`src/rtl/ecc_pkg.sv`:
```
// Shared types for the event capture counter: output FSM state encoding and
// the channel-index width helper.
package ecc_pkg;

   typedef enum logic {
      IDLE    = 1'b0,
      PRESENT = 1'b1
   } ecc_state_t;

   function automatic int ch_idx_w(input int n);
      return (n <= 1) ? 1 : $clog2(n);
   endfunction

endpackage

```
`src/rtl/ecc_channel.sv`:
```
// One counter channel: registered event enable, wrapping or saturating counter
// (ECC_SATURATE_EN), sticky overflow, and a single-entry capture slot.
module ecc_channel #(
   parameter int WIDTH = 8
) (
   input  logic             CLK,
   input  logic             RST,
   input  logic             evt,
   input  logic             gate,
   input  logic             clr,
   input  logic             ack,
   output logic [WIDTH-1:0] cap,
   output logic             pending,
   output logic             overflow
);

   localparam logic [WIDTH-1:0] CNT_MAX = '1;

   logic             evt_q;
   logic [WIDTH-1:0] cnt;
   logic             cap_hit;

   always_ff @(posedge CLK or posedge RST) begin
      if (RST) begin
         evt_q    <= 1'b0;
         cnt      <= '0;
         overflow <= 1'b0;
      end else begin
         evt_q <= evt;
         if (clr) begin
            cnt      <= '0;
            overflow <= 1'b0;
         end else if (evt_q) begin
            if (cnt == CNT_MAX) begin
`ifdef ECC_SATURATE_EN
               cnt <= CNT_MAX;
`else
               cnt <= '0;
`endif
               overflow <= 1'b1;
            end else begin
               cnt <= cnt + 1'b1;
            end
         end
      end
   end

   // A slot being handed off this cycle is free again, so it may be refilled now.
   assign cap_hit = gate & cnt[WIDTH-1] & (~pending | ack);

   always_ff @(posedge CLK or posedge RST) begin
      if (RST) begin
         cap     <= '0;
         pending <= 1'b0;
      end else if (cap_hit) begin
         cap     <= cnt;
         pending <= 1'b1;
      end else if (ack) begin
         pending <= 1'b0;
      end
   end

endmodule

```
`src/rtl/event_capture_counter.sv`:
```
// Multi-channel event counter with gated capture and a round-robin record
// output port. Counter behaviour at full scale selected by ECC_SATURATE_EN.
//
// state   | meaning
// IDLE    | no record presented, OUT_VALID low
// PRESENT | record on OUT_CH/OUT_DATA, OUT_VALID high until accepted
module event_capture_counter
   import ecc_pkg::*;
#(
   parameter int WIDTH    = 8,
   parameter int CHANNELS = 4
) (
   input  logic                          CLK,
   input  logic                          RST,
   input  logic [CHANNELS-1:0]           EVT,
   input  logic [CHANNELS-1:0]           GATE,
   input  logic [CHANNELS-1:0]           CLR,
   output logic                          OUT_VALID,
   input  logic                          OUT_READY,
   output logic [ch_idx_w(CHANNELS)-1:0] OUT_CH,
   output logic [WIDTH-1:0]              OUT_DATA,
   output logic [CHANNELS-1:0]           OVERFLOW
);

   localparam int CW = ch_idx_w(CHANNELS);

   ecc_state_t          state;
   logic [CHANNELS-1:0] pending;
   logic [CHANNELS-1:0] ack;
   logic [CHANNELS-1:0] avail;
   logic [WIDTH-1:0]    cap [CHANNELS];
   logic [CW-1:0]       rr_ptr;
   logic [CW-1:0]       sel;
   logic [CW-1:0]       idx;
   logic [CW-1:0]       ptr_next;
   logic                sel_found;
   logic                hs;
   logic                grant;

   for (genvar i = 0; i < CHANNELS; i++) begin : g_ch
      ecc_channel #(.WIDTH(WIDTH)) u_ch (
         .CLK      (CLK),
         .RST      (RST),
         .evt      (EVT[i]),
         .gate     (GATE[i]),
         .clr      (CLR[i]),
         .ack      (ack[i]),
         .cap      (cap[i]),
         .pending  (pending[i]),
         .overflow (OVERFLOW[i])
      );
   end

   assign hs = OUT_VALID & OUT_READY;

   always_comb begin
      ack = '0;
      if (hs) ack[OUT_CH] = 1'b1;
   end

   // The channel being accepted is excluded: a refill of its slot only lands next edge.
   assign avail = pending & ~ack;

   always_comb begin
      sel       = '0;
      sel_found = 1'b0;
      idx       = '0;
      for (int k = 0; k < CHANNELS; k++) begin
         idx = CW'((int'(rr_ptr) + k) % CHANNELS);
         if (!sel_found && avail[idx]) begin
            sel       = idx;
            sel_found = 1'b1;
         end
      end
   end

   assign ptr_next = (sel == CW'(CHANNELS - 1)) ? '0 : sel + 1'b1;
   assign grant    = sel_found & ((state == IDLE) | hs);

   always_ff @(posedge CLK or posedge RST) begin
      if (RST) begin
         state     <= IDLE;
         OUT_VALID <= 1'b0;
         OUT_CH    <= '0;
         OUT_DATA  <= '0;
         rr_ptr    <= '0;
      end else if (grant) begin
         state     <= PRESENT;
         OUT_VALID <= 1'b1;
         OUT_CH    <= sel;
         OUT_DATA  <= cap[sel];
         rr_ptr    <= ptr_next;
      end else if (state == PRESENT && hs) begin
         state     <= IDLE;
         OUT_VALID <= 1'b0;
      end
   end

endmodule

```
`config.mk`:
```
export PLATFORM = sky130hd
export DESIGN_NAME = event_capture_counter
export DESIGN_NICKNAME = d
export VERILOG_FILES = /design/src/rtl/ecc_pkg.sv /design/src/rtl/ecc_channel.sv /design/src/rtl/event_capture_counter.sv
export SDC_FILE = /design/constraint.sdc
export NUM_CORES = 1
export LEC_CHECK = 0
export ABC_AREA = 1
export ABC_CLOCK_PERIOD_IN_PS = 2600
export CAP_MARGIN = 20
export CORE_MARGIN = 5
export CORE_UTILIZATION = 40
export CTS_CLUSTER_SIZE = 25
export DETAILED_ROUTE_END_ITERATION = 16
export PLACE_DENSITY = 0.59
export SLEW_MARGIN = 40
export SYNTH_ARGS = -nofsm -noshare
export SYNTH_HDL_FRONTEND = slang
export SYNTH_SLANG_ARGS = --single-unit
```
`constraint.sdc`:
```
create_clock -name CLK -period 2.6 [get_ports CLK]
set_input_delay 0.26 -clock CLK [delete_from_list [all_inputs] [get_ports CLK]]
set_output_delay 0.26 -clock CLK [all_outputs]
set_load 0.01 [all_outputs]
```
# After elaboration in Yosys (flattened, before gate mapping)
# Index checks and enable logic that the tools add are counted.
# op_classes
n_addsub	8
n_mux	57
bitwise	23
n_eq_ne	5
n_reduce_logical	25
magnitude_cmp	7
# op_table
op	n
$mux 8	14
$add 8x1->8 const B	4
$eq 8x8->1 const B	4
$mux 1	31
$reduce_bool 2->1	13
$bmux 8 s2	1
$lt 2x3->1 const B	5
$and 1x1->1	10
$mux 2	5
$bmux 1 s2	4
$reduce_and 2->1	4
$logic_and 1x1->1	5
$not 1->1	5
$or 1x1->1	5
$add 2x1->2 const B	2
$add 2x2->2 const B	2
$and 4x4->4	1
$mux 4	1
$not 4->4	1
$ge 3x3->1 const B	1
$logic_not 1->1	3
$not 2->3	1
$demux 1 s2	1
$eq 2x2->1 const B	1
$ge 2x1->1 const B	1
# word_totals
wordCells	149
reg_bits	89
output_inout_bits	15

# Depth between registers and ports, before layout
# Gate-level depths: netlist of the first run.
# logic_depth
word_depth	23
depth_mapped	17
mapped_depth_nobuf	16

# Cells and area by module
# Synthesis of the first run repeated with hierarchy kept, for this count alone.
# hier_totals
cells_unflattened	583
area_unflattened_um2	4599.4
# modules_own_cells
module	area_per_inst_um2	cells_each	instances
ecc_channel	842.1	96	4
event_capture_counter	1231.2	199	1

# Worst setup path before layout of the first run
# No wires, ideal clock.
# synth_timing
kind	reg2reg
startpoint	register rr_ptr[0]
endpoint	register OUT_DATA[7]
setup_slack_ns	0.781
stages_incl_launch_ff	16
arrival_time_ns	1.697
path_buffers	3
setup_time_ns	0.122
t_required_ns	2.478
synth_period_minus_slack_ns	1.819
cell_sequence	dfrtp_1 > buf_6 > xnor2_2 > inv_2 > nand3_2 > nand2_4 > nand2_4 > nand2_1 > nand2_2 > nand3_2 > buf_6 > buf_12 > nand2_1 > o21ai_1 > nand2_1 > nand3_2
# synth_between
elab_chain_cells	16
word_cells_on_any_way	30
# synth_lines
item	line_no	text
start, declared	event_capture_counter.sv:32	logic [CW-1:0] rr_ptr;
start signal, assigned	event_capture_counter.sv:92	rr_ptr <= ptr_next;
parallel branches: the longest is 16 deep, another holds $add 2x1->2	n/a	
end signal, assigned	event_capture_counter.sv:91	OUT_DATA <= cap[sel];
end, declared	event_capture_counter.sv:21	output logic [WIDTH-1:0] OUT_DATA,
# Parallel ways; which one is timed is not known. The select of a mux whose other input is x is not followed.
# A chain may end at the register's enable or synchronous reset.

# Final worst setup path of the first run
# layout_timing
startpoint	register rr_ptr[0]
endpoint	register OUT_DATA[4]
# The elaborated chain is that of the path after synthesis.

==> results.md, run 1 <==
* Status: finished clean
* Tightest Hold Check Type: input pin to asynchronous set/reset pin
* Cell area after layout at 4940 µm²
* Non-filler instance count after layout at 696
* Share of final-layout standard cells stronger than drive strength 1 at 8.63%
* DRT antenna net count at 0
* Starting utilization of the core area at 40.5%
* Total leakage power at 2.32 nW
* Yosys warning total at 0
* Final critical-path required period at 2.18 ns
* Ys async rst share at 100%
* Setup violations, final at 0
* Via density at 4.89
* Depth of the worst register-to-register path at 12
* Core Box Area at 10700 µm²
* Worst Slack Setup Final at 0.419 ns
* Final RePlAce weighted congestion at 0.817
* RR Endpoint: OUT_DATA[4]$_DFFE_PP0P_
* Area overhead of the layout relative to synthesis at 13.5%
* Setup repair after global routing missed its margin: false
* Final hold slack at 0.221 ns
* Total number of vias at 3401
* Chip height at 114 µm
* Total chip power at 3.83 mW
* Required time reported for the critical path endpoint at 2.84 ns
* Instance count after placement with tap cells included at 681
* Number of top-level design ports at 30
* Wirelength, routed at 9190 µm
* Net count of the mapped netlist at 539
* Number of register bits inferred by synthesis at 89
* Clock root cell: clkbuf_8
* Vias in the first global route at 3389
* Portion of the post-synthesis area used by sequential elements at 51.2%
* Wire length of the first global-routing pass at 15900 µm
* Initial antenna violation count at 0
* Final count of hold timing violations at 0
* Dpl cell area at 4760 µm²
* Clock insertion delay at the later pin of the skew report at 0.34 ns
* EDFF count, synth at 0
* Type of the worst setup path: register to register
* Gr usage total at 15.1%
* Number of nets in the final layout at 571
* Launch instance of the worst register-to-register path: rr_ptr[0]$_DFFE_PP0P_
* Sinks on the clock net at 89
* Synth Flop Type: dfrtp_1
* Power density of the placed cells at 775 nW/µm²
* Fillers at 1083
* Nature of the critical path startpoint: register
* CTS Buf Count at 9
* Average wire per standard cell at 13.2 µm
* Post-CTS setup buffer count at 0
* Max_cap viols at 0
* Number of inserted diodes at 0
* Die span in x at 114 µm
* Data arrival time at the worst-slack endpoint at 2.42 ns
* Iteration count of the initial detailed-routing pass at 4
* HPWL after DPL at 6990 µm
* Maximum fanout count along the critical path at 18
* Transition time of the tightest slew-check pin at 0.515 ns
* Post-Syn Instances at 520
* Global-route congestion overflow total at 0
* Reg-to-reg setup timing slack at 0.42 ns
* Hold bufs inserted after CTS at 0
* Fraction of the cycle the final worst path needs at 83.9%
* Clock-pin slew on the worst setup and hold paths at 0.08 ns
* Cell area after synthesis at 4350 µm²
* Total Die Area at 13100 µm²
* Endpoint kind of the worst setup timing path: register
* Largest net degree at the start of global routing at 69
* Share of the core filled with cells at 46.0%
* Average size of a mapped cell at 8.37 µm²
* Area taken by multi-input logic gates at 1750 µm²
* Number of I/O port buffers at 29
* Buffers from clock root to sink, at most at 2
* Maximum level of the CTS H-tree at 3
* DRC violations left at 0
* TritonCTS clock tree: built
* Number of gates given a new drive strength after cts at 0
* Accumulated negative setup slack at 0 ns
* Final setup skew at 0.00600 ns
* Highest Clock Rate at 459 MHz
* Pins Over Slew Limit at 0
* Cell Rows at 38
* Iteration-0 DRC count of the detailed router at 138
* Number of library cell types mapped by synthesis at 37
* Slew headroom at 65.6%
* Placement-stage worst setup slack at 0.255 ns
* Sequential cell area at 2230 µm²
* Worst-case vdd ir drop at 0.507 mV
## metal layers
metal | global-route usage, % | share of wire [%] | vias to the layer above
met3 | 2.54 | 3.1 | 11
li1 | - | - | 1726
met5 | 0 | 0 | -
met1 | 20.7 | 49 | 1614
met4 | 5.23 | 1.3 | 0
met2 | 24.4 | 47 | 50
## state kept, by name, indices dropped and copies added (netlist names)
signal,cells
OUT_CH,2
OUT_DATA,8
g_ch.u_ch.cap,32
g_ch.u_ch.cnt,32
g_ch.u_ch.evt_q,4
g_ch.u_ch.overflow,4
g_ch.u_ch.pending,4
rr_ptr,2
state,1
## synthesized netlist by cell type (all sizes together) (2+ instances only)
| library cell | n | share of area (%) |
|---|---|---|
| xor2 | 8 | 1.6 |
| nor3 | 8 | 0.92 |
| buf | 9 | 2.1 |
| a211oi | 2 | 0.34 |
| inv | 69 | 6.0 |
| xnor2 | 3 | 0.78 |
| ha | 4 | 1.2 |
| mux2 | 2 | 0.52 |
| a21oi | 22 | 2.6 |
| nor4 | 8 | 1.2 |
| nand4 | 5 | 0.86 |
| nor2 | 35 | 3.1 |
| dfrtp | 89 | 51 |
| nand2 | 154 | 14 |
| o21bai | 2 | 0.34 |
| clkbuf | 4 | 0.34 |
| nand3 | 47 | 6.8 |
| o21ai | 41 | 4.7 |
| a21boi | 2 | 0.34 |
## cell usage in the layout, fill, tap and decap left out, types with 3 or more instances in the layout
cell | netlist | layout
xor2_1 | 8 | 8
inv_2 | 4 | 4
nand2_1 | 147 | 147
inv_1 | 65 | 64
nand4_1 | 4 | 4
nor3_1 | 8 | 8
o21ai_0 | 39 | 39
clkdlybuf4s50_1 | 0 | 29
clkbuf_8 | 0 | 9
clkbuf_1 | 4 | 3
nand2_2 | 4 | 4
buf_4 | 5 | 4
ha_1 | 4 | 4
nand3_1 | 36 | 36
clkinv_2 | 1 | 3
nor2_1 | 33 | 33
a21oi_1 | 21 | 21
nand3_2 | 10 | 10
nand2_4 | 3 | 3
dfrtp_1 | 89 | 89
nor4_1 | 8 | 8
## worst max-delay path, stage by stage, from the launching register on
cell,delay (ns)
dfrtp_1,0.57
clkinv_2,0.23
nand3_1,0.20
nand3_2,0.10
nand2_4,0.12
nand4_2,0.17
nand3_2,0.14
buf_4,0.22
nand2_1,0.08
nand3_1,0.08
nand2_1,0.06
nand2_1,0.06
nand2_1,0.05
## power breakdown
group	internal (mW)	switching [mW]	leakage (nW)	total, mW
clock network	0.439	0.450	0.0864	0.889
registers	1.49	0.113	1.19	1.60
logic	0.472	0.867	1.04	1.34
## worst max-delay path by stage
| stage | startpoint | to | depth (start not counted) |
|---|---|---|---|
| finish | rr_ptr[0]$_DFFE_PP0P_ | OUT_DATA[4]$_DFFE_PP0P_ | 12 |
| global route | rr_ptr[0]$_DFFE_PP0P_ | OUT_DATA[7]$_DFFE_PP0P_ | 11 |
| CTS | rr_ptr[0]$_DFFE_PP0P_ | OUT_DATA[7]$_DFFE_PP0P_ | 10 |
| detailed placement | OUT_READY | OUT_DATA[7]$_DFFE_PP0P_ | 13 |
| global placement | OUT_READY | OUT_DATA[4]$_DFFE_PP0P_ | 15 |
| floorplan | RST | OUT_CH[0]$_DFFE_PP0P_ | 1 |
## area by class of cell
cell class | instances | share of cell area (%)
Sequential cell | 89 | 45.1
Multi-Input combinational cell | 348 | 35.5
Timing Repair Buffer | 34 | 6.89
Inverter | 70 | 5.37
Tap cell | 140 | 3.55
Clock buffer | 12 | 2.74
Clock inverter | 3 | 0.861
## cell families (layout without fill, tap and decap cells)
| group | after synthesis | after routing | synth area share, % |
|---|---|---|---|
| buffers and inverters | 83 | 119 | 8.51 |
| AND/OR/NAND/NOR | 258 | 258 | 27.1 |
| AO/OA/AOI/OAI | 73 | 73 | 9.14 |
| adder cells (fa/ha/maj) | 4 | 4 | 1.15 |
| XOR/XNOR | 11 | 11 | 2.39 |
| multiplexers | 2 | 2 | 0.518 |
| flip-flops | 89 | 89 | 51.2 |
(Power assumes the default switching activity.)
==> run 2, diff against run 1 <==
--- a/config.mk
+++ b/config.mk
@@ -6,13 +6,13 @@
 export NUM_CORES = 1
 export LEC_CHECK = 0
 export ABC_AREA = 1
-export ABC_CLOCK_PERIOD_IN_PS = 2600
+export ABC_CLOCK_PERIOD_IN_PS = 2200
 export CAP_MARGIN = 20
 export CORE_MARGIN = 5
 export CORE_UTILIZATION = 40
 export CTS_CLUSTER_SIZE = 25
 export DETAILED_ROUTE_END_ITERATION = 16
-export PLACE_DENSITY = 0.59
+export PLACE_DENSITY = 0.57
 export SLEW_MARGIN = 40
 export SYNTH_ARGS = -nofsm -noshare
 export SYNTH_HDL_FRONTEND = slang
==> constraint.sdc (replaced) <==
create_clock -name CLK -period 2.2 [get_ports CLK]
set_input_delay 0.22 -clock CLK [delete_from_list [all_inputs] [get_ports CLK]]
set_output_delay 0.22 -clock CLK [all_outputs]
set_load 0.01 [all_outputs]
==> results.md, run 2 (synthesis gave the netlist of run 1 again) <==
* Status: finished clean
* Number of top-level design ports at 30
* Transition time of the tightest slew-check pin at 0.460 ns
* HPWL after DPL at 7190 µm
* Tightest Hold Check Type: input pin to asynchronous set/reset pin
* Highest Clock Rate at 495 MHz
* Leading cell types in the layout, fill and taps excluded: nand2_1, dfrtp_1, inv_1, o21ai_0, nand3_1
* Most common cell after layout, fill and taps aside: nand2_1
* Largest net degree at the start of global routing at 29
* Required time reported for the critical path endpoint at 2.44 ns
* Power density of the placed cells at 985 nW/µm²
* Buffers from clock root to sink, at most at 2
* Wirelength, routed at 9360 µm
* DRT antenna net count at 0
* DRC violations left at 0
* Pins Over Slew Limit at 0
* Total number of vias at 3428
* Non-filler instance count after layout at 709
* Clock root cell: clkbuf_8
* Average wire per standard cell at 13.2 µm
* Final setup skew at 0.0115 ns
* Hold bufs inserted after CTS at 0
* Final hold slack at 0.220 ns
* Max_cap viols at 0
* Iteration-0 DRC count of the detailed router at 231
* Chip height at 114 µm
* Area overhead of the layout relative to synthesis at 17.8%
* Via density at 4.83
* Vias in the first global route at 3352
* Post-CTS setup buffer count at 0
* Share of final-layout standard cells stronger than drive strength 1 at 11.2%
* Iteration count of the initial detailed-routing pass at 4
* Placement-stage worst setup slack at -0.0709 ns
* Starting utilization of the core area at 40.5%
* Sinks on the clock net at 89
* Type of the worst setup path: register to register
* Total Die Area at 13100 µm²
* Data arrival time at the worst-slack endpoint at 2.26 ns
* Worst Slack Setup Final at 0.180 ns
* Clock-pin slew on the worst setup and hold paths at 0.09 ns
* Nature of the critical path startpoint: register
* Worst-case vdd ir drop at 0.536 mV
* Core Box Area at 10700 µm²
* Gr usage total at 15.4%
* Number of inserted diodes at 0
* Maximum fanout count along the critical path at 6
* Initial antenna violation count at 0
* Number of nets in the final layout at 583
* Setup repair after global routing missed its margin: false
* Total leakage power at 2.41 nW
* Final count of hold timing violations at 0
* TritonCTS clock tree: built
* Instance count after placement with tap cells included at 693
* Final critical-path required period at 2.02 ns
* Number of I/O port buffers at 29
* Cell Rows at 38
* Maximum level of the CTS H-tree at 3
* Final RePlAce weighted congestion at 0.822
* Clock insertion delay at the later pin of the skew report at 0.36 ns
* Wire length of the first global-routing pass at 16100 µm
* Global-route congestion overflow total at 0
* Total chip power at 5.05 mW
* Setup violations, final at 0
* CTS Buf Count at 9
* Fraction of the cycle the final worst path needs at 91.8%
* Biggest registers after layout: g_ch.u_ch.cap x32, g_ch.u_ch.cnt x32, OUT_DATA x8
* Endpoint kind of the worst setup timing path: register
* Share of the core filled with cells at 47.7%
* Slew headroom at 69.1%
* Die span in x at 114 µm
==> run 2: layout make-up <==
| class | instances | area, µm² |
|---|---|---|
| fill | 1098 | 5620 |
| sequential | 89 | 2230 |
| multi-input combinational | 348 | 1750 |
| timing repair buffer | 46 | 455 |
| inverter | 70 | 268 |
| tap | 140 | 175 |
| clock buffer | 11 | 141 |
| clock inverter | 5 | 103 |
==> run 2: per-stage QoR <==
step           cell area [µm²]  TNS (ns)
2_1_floorplan             4360         0
3_3_place_gp              4880   -0.0658
3_5_place_dp              4880    -0.430
4_1_cts                   5120         0
5_1_grt                   5120         0
6_report                  5120         0
==> run 2: critical path: stages (launching register included) <==
cell and delay, ns:
dfrtp_1 0.49, clkinv_2 0.21, nand3_1 0.19, nand3_2 0.10, nand2_4 0.12, nand4_2 0.16
nand3_2 0.15, inv_1 0.06, buf_4 0.15, nand2_1 0.09, nand2_1 0.05, nand2_1 0.06
nand3_1 0.07
==> run 2: metal layers <==
metal / wire length, µm / GRT usage [%] / up-vias
li1: - / - / 1755
met1: 4470 / 21.0 / 1607
met2: 4400 / 24.7 / 56
met3: 368 / 3.07 / 10
met4: 121 / 5.15 / 0
met5: 0 / 0 / -
==> run 2: worst paths after layout <==
| check | slack (ns) | from | to | cells past startpoint |
|---|---|---|---|---|
| worst max register to register | 0.18 | rr_ptr[0]$_DFFE_PP0P_ | OUT_DATA[1]$_DFFE_PP0P_ | 12 |
| worst min-delay path | 0.22 | RST | g_ch[2].u_ch.cnt[5]$_DFFE_PP0P_ | 2 |
| worst min register to register | 0.47 | g_ch[1].u_ch.cap[7]$_DFFE_PP0P_ | g_ch[1].u_ch.cap[7]$_DFFE_PP0P_ | 2 |
| max in group asynchronous | 1.40 | RST | g_ch[0].u_ch.cnt[4]$_DFFE_PP0P_ | 3 |
| worst max-delay path | 0.18 | rr_ptr[0]$_DFFE_PP0P_ | OUT_DATA[1]$_DFFE_PP0P_ | 12 |
| min in group CLK | 0.30 | EVT[1] | g_ch[1].u_ch.evt_q$_DFF_PP0_ | 1 |
==> run 2: power breakdown <==
part	internal (mW)	leakage [nW]	switching, mW	total (mW)
clock network	0.785	0.120	0.570	1.35
logic	0.747	1.10	1.07	1.81
registers	1.76	1.19	0.122	1.88
total	3.29	2.41	1.76	5.05
==> run 2: what timing repair did <==
item | in CTS | in global routing
hold endpoints to repair | 0 | 0
gates resized for setup | 0 | 1
setup endpoints to repair | 0 | 4
==> run 3, diff against run 2 <==
--- a/config.mk
+++ b/config.mk
@@ -12,6 +12,7 @@
 export CORE_UTILIZATION = 40
 export CTS_CLUSTER_SIZE = 25
 export DETAILED_ROUTE_END_ITERATION = 16
+export GPL_TIMING_DRIVEN = 0
 export PLACE_DENSITY = 0.57
 export SLEW_MARGIN = 40
 export SYNTH_ARGS = -nofsm -noshare
==> results.md, run 3 (synthesis gave the netlist of run 1 again) <==
* Status: finished clean
* Iteration count of the initial detailed-routing pass at 4
* Final hold slack at 0.170 ns
* DRT antenna net count at 0
* Total number of vias at 3445
* Core Box Area at 10700 µm²
* Post-CTS setup buffer count at 0
* Buffers from clock root to sink, at most at 2
* Category of cells accounting for the largest share of critical-path delay: simple AND/OR/NAND/NOR gates
* Final RePlAce weighted congestion at 0.823
* Number of top-level design ports at 30
* Final critical-path required period at 2.05 ns
* Leading cell types in the layout, fill and taps excluded: nand2_1, dfrtp_1, inv_1, o21ai_0, nand3_1
* Fraction of the cycle the final worst path needs at 93.2%
* Dpl cell area at 4920 µm²
* WP buf/inv at 4
* Non-filler instance count after layout at 709
* Cell mode on critical path: nand2_1
* Cell area after layout at 5150 µm²
* Clock root cell: clkbuf_8
* RR Endpoint: OUT_DATA[3]$_DFFE_PP0P_
* Cell Rows at 38
* Reg-to-reg setup timing slack at 0.15 ns
* Type of the worst setup path: register to register
* Number of I/O port buffers at 29
* Required time reported for the critical path endpoint at 2.44 ns
* Via density at 4.86
* Number of inserted diodes at 0
* Accumulated negative setup slack at 0 ns
* Critical Path, Cell by Cell: buf_6, xnor2_2, inv_2, nand3_2, nand2_4, nand2_4, nand2_1, nand2_2, nand3_2, buf_6, buf_12, nand2_1, nand2_1, nand2_1, nand3_1
* Maximum level of the CTS H-tree at 3
* Number of nets in the final layout at 583
* Iteration-0 DRC count of the detailed router at 191
* Hold bufs inserted after CTS at 0
* Starting utilization of the core area at 40.5%
* Most common cell after layout, fill and taps aside: nand2_1
* Pins Over Slew Limit at 0
* Wirelength, routed at 9400 µm
* HPWL after DPL at 7250 µm
* Data arrival time at the worst-slack endpoint at 2.29 ns
* Endpoint kind of the worst setup timing path: register
* Vias in the first global route at 3378
* Setup violations, final at 0
* Biggest registers after layout: g_ch.u_ch.cap x32, g_ch.u_ch.cnt x32, OUT_DATA x8
* Highest-delay cell along the critical path: dfrtp_1
* Clock-pin slew on the worst setup and hold paths at 0.11 ns
* Final count of hold timing violations at 0
* Die span in x at 114 µm
* Nature of the critical path startpoint: register
* Crit-path max cell delay at 0.38 ns
* Number of gates given a new drive strength after cts at 0
* Share of final-layout standard cells stronger than drive strength 1 at 11.6%
* Setup repair after global routing missed its margin: false
* Wire length of the first global-routing pass at 16200 µm
* Share of the core filled with cells at 48.0%
* Depth of the worst register-to-register path at 15
* Maximum fanout count along the critical path at 10
* DRC violations left at 0
* CTS Buf Count at 9
* Total leakage power at 2.41 nW
* Global-route congestion overflow total at 0
* Instance count after placement with tap cells included at 693
* Launch instance of the worst register-to-register path: rr_ptr[0]$_DFFE_PP0P_
* Initial antenna violation count at 0
* Final setup skew at 0.0118 ns
* Clock insertion delay at the later pin of the skew report at 0.37 ns
* Gr usage total at 15.5%
* Total Die Area at 13100 µm²
* Chip height at 114 µm
* TritonCTS clock tree: built
* Tightest Hold Check Type: input pin to asynchronous set/reset pin
* Max_cap viols at 0
* Sinks on the clock net at 89
* Transition time of the tightest slew-check pin at 0.470 ns
* Slew headroom at 68.4%
* Highest Clock Rate at 488 MHz
* Area overhead of the layout relative to synthesis at 18.5%
* Average wire per standard cell at 13.3 µm
* Power density of the placed cells at 951 nW/µm²
* Worst-case vdd ir drop at 0.461 mV
* Largest net degree at the start of global routing at 26
## run 3: changes by cell type in the layout (fill, tap and decap cells not counted), sizes merged
cell    delta
inv        +4
buf        -4
bufinv     -2
clkbuf     +2
## run 3: final cells by class
| type | count | area, µm² |
|---|---|---|
| plain buffers | 13 | 106 |
| clock buffers | 9 | 124 |
| clock inverters | 7 | 86.3 |
| fillers | 1090 | 5590 |
| inverters | 70 | 268 |
| multi-input cells | 348 | 1770 |
| flip-flops and latches | 89 | 2230 |
| well taps | 140 | 175 |
| repair buffers | 33 | 393 |
## run 3: worst max path at each step
| stage | slack [ns] | cells after the start | endpoint | startpoint |
|---|---|---|---|---|
| 2_1_floorplan | 0.38 | 15 | OUT_DATA[7]$_DFFE_PP0P_ | rr_ptr[0]$_DFFE_PP0P_ |
| 3_3_place_gp | -0.12 | 13 | OUT_DATA[1]$_DFFE_PP0P_ | OUT_READY |
| 3_5_place_dp | -0.17 | 13 | OUT_DATA[2]$_DFFE_PP0P_ | OUT_READY |
| 4_1_cts | 0.07 | 11 | OUT_DATA[7]$_DFFE_PP0P_ | state$_DFFE_PP0P_ |
| 5_1_grt | 0.006 | 15 | OUT_DATA[2]$_DFFE_PP0P_ | rr_ptr[0]$_DFFE_PP0P_ |
| 6_report | 0.15 | 15 | OUT_DATA[3]$_DFFE_PP0P_ | rr_ptr[0]$_DFFE_PP0P_ |
## run 3: per-stage QoR
step	setup slack, ns	power [mW]
3_3_place_gp	-0.121	3.63
6_report	0.151	4.90
2_1_floorplan	0.381	3.19
5_1_grt	0.00560	5.22
4_1_cts	0.0655	4.91
3_5_place_dp	-0.172	3.69
## run 3: routing by layer
metal / wire (µm) / GRT usage [%]
met2: 4300 / 23.7
met4: 187 / 6.33
met3: 295 / 2.85
met1: 4620 / 21.9
met5: 0 / 0
## run 3: power breakdown
group          switching (mW)  internal (mW)
registers               0.109           1.76
clock network           0.652          0.551
logic                    1.12          0.715
total                    1.88           3.02
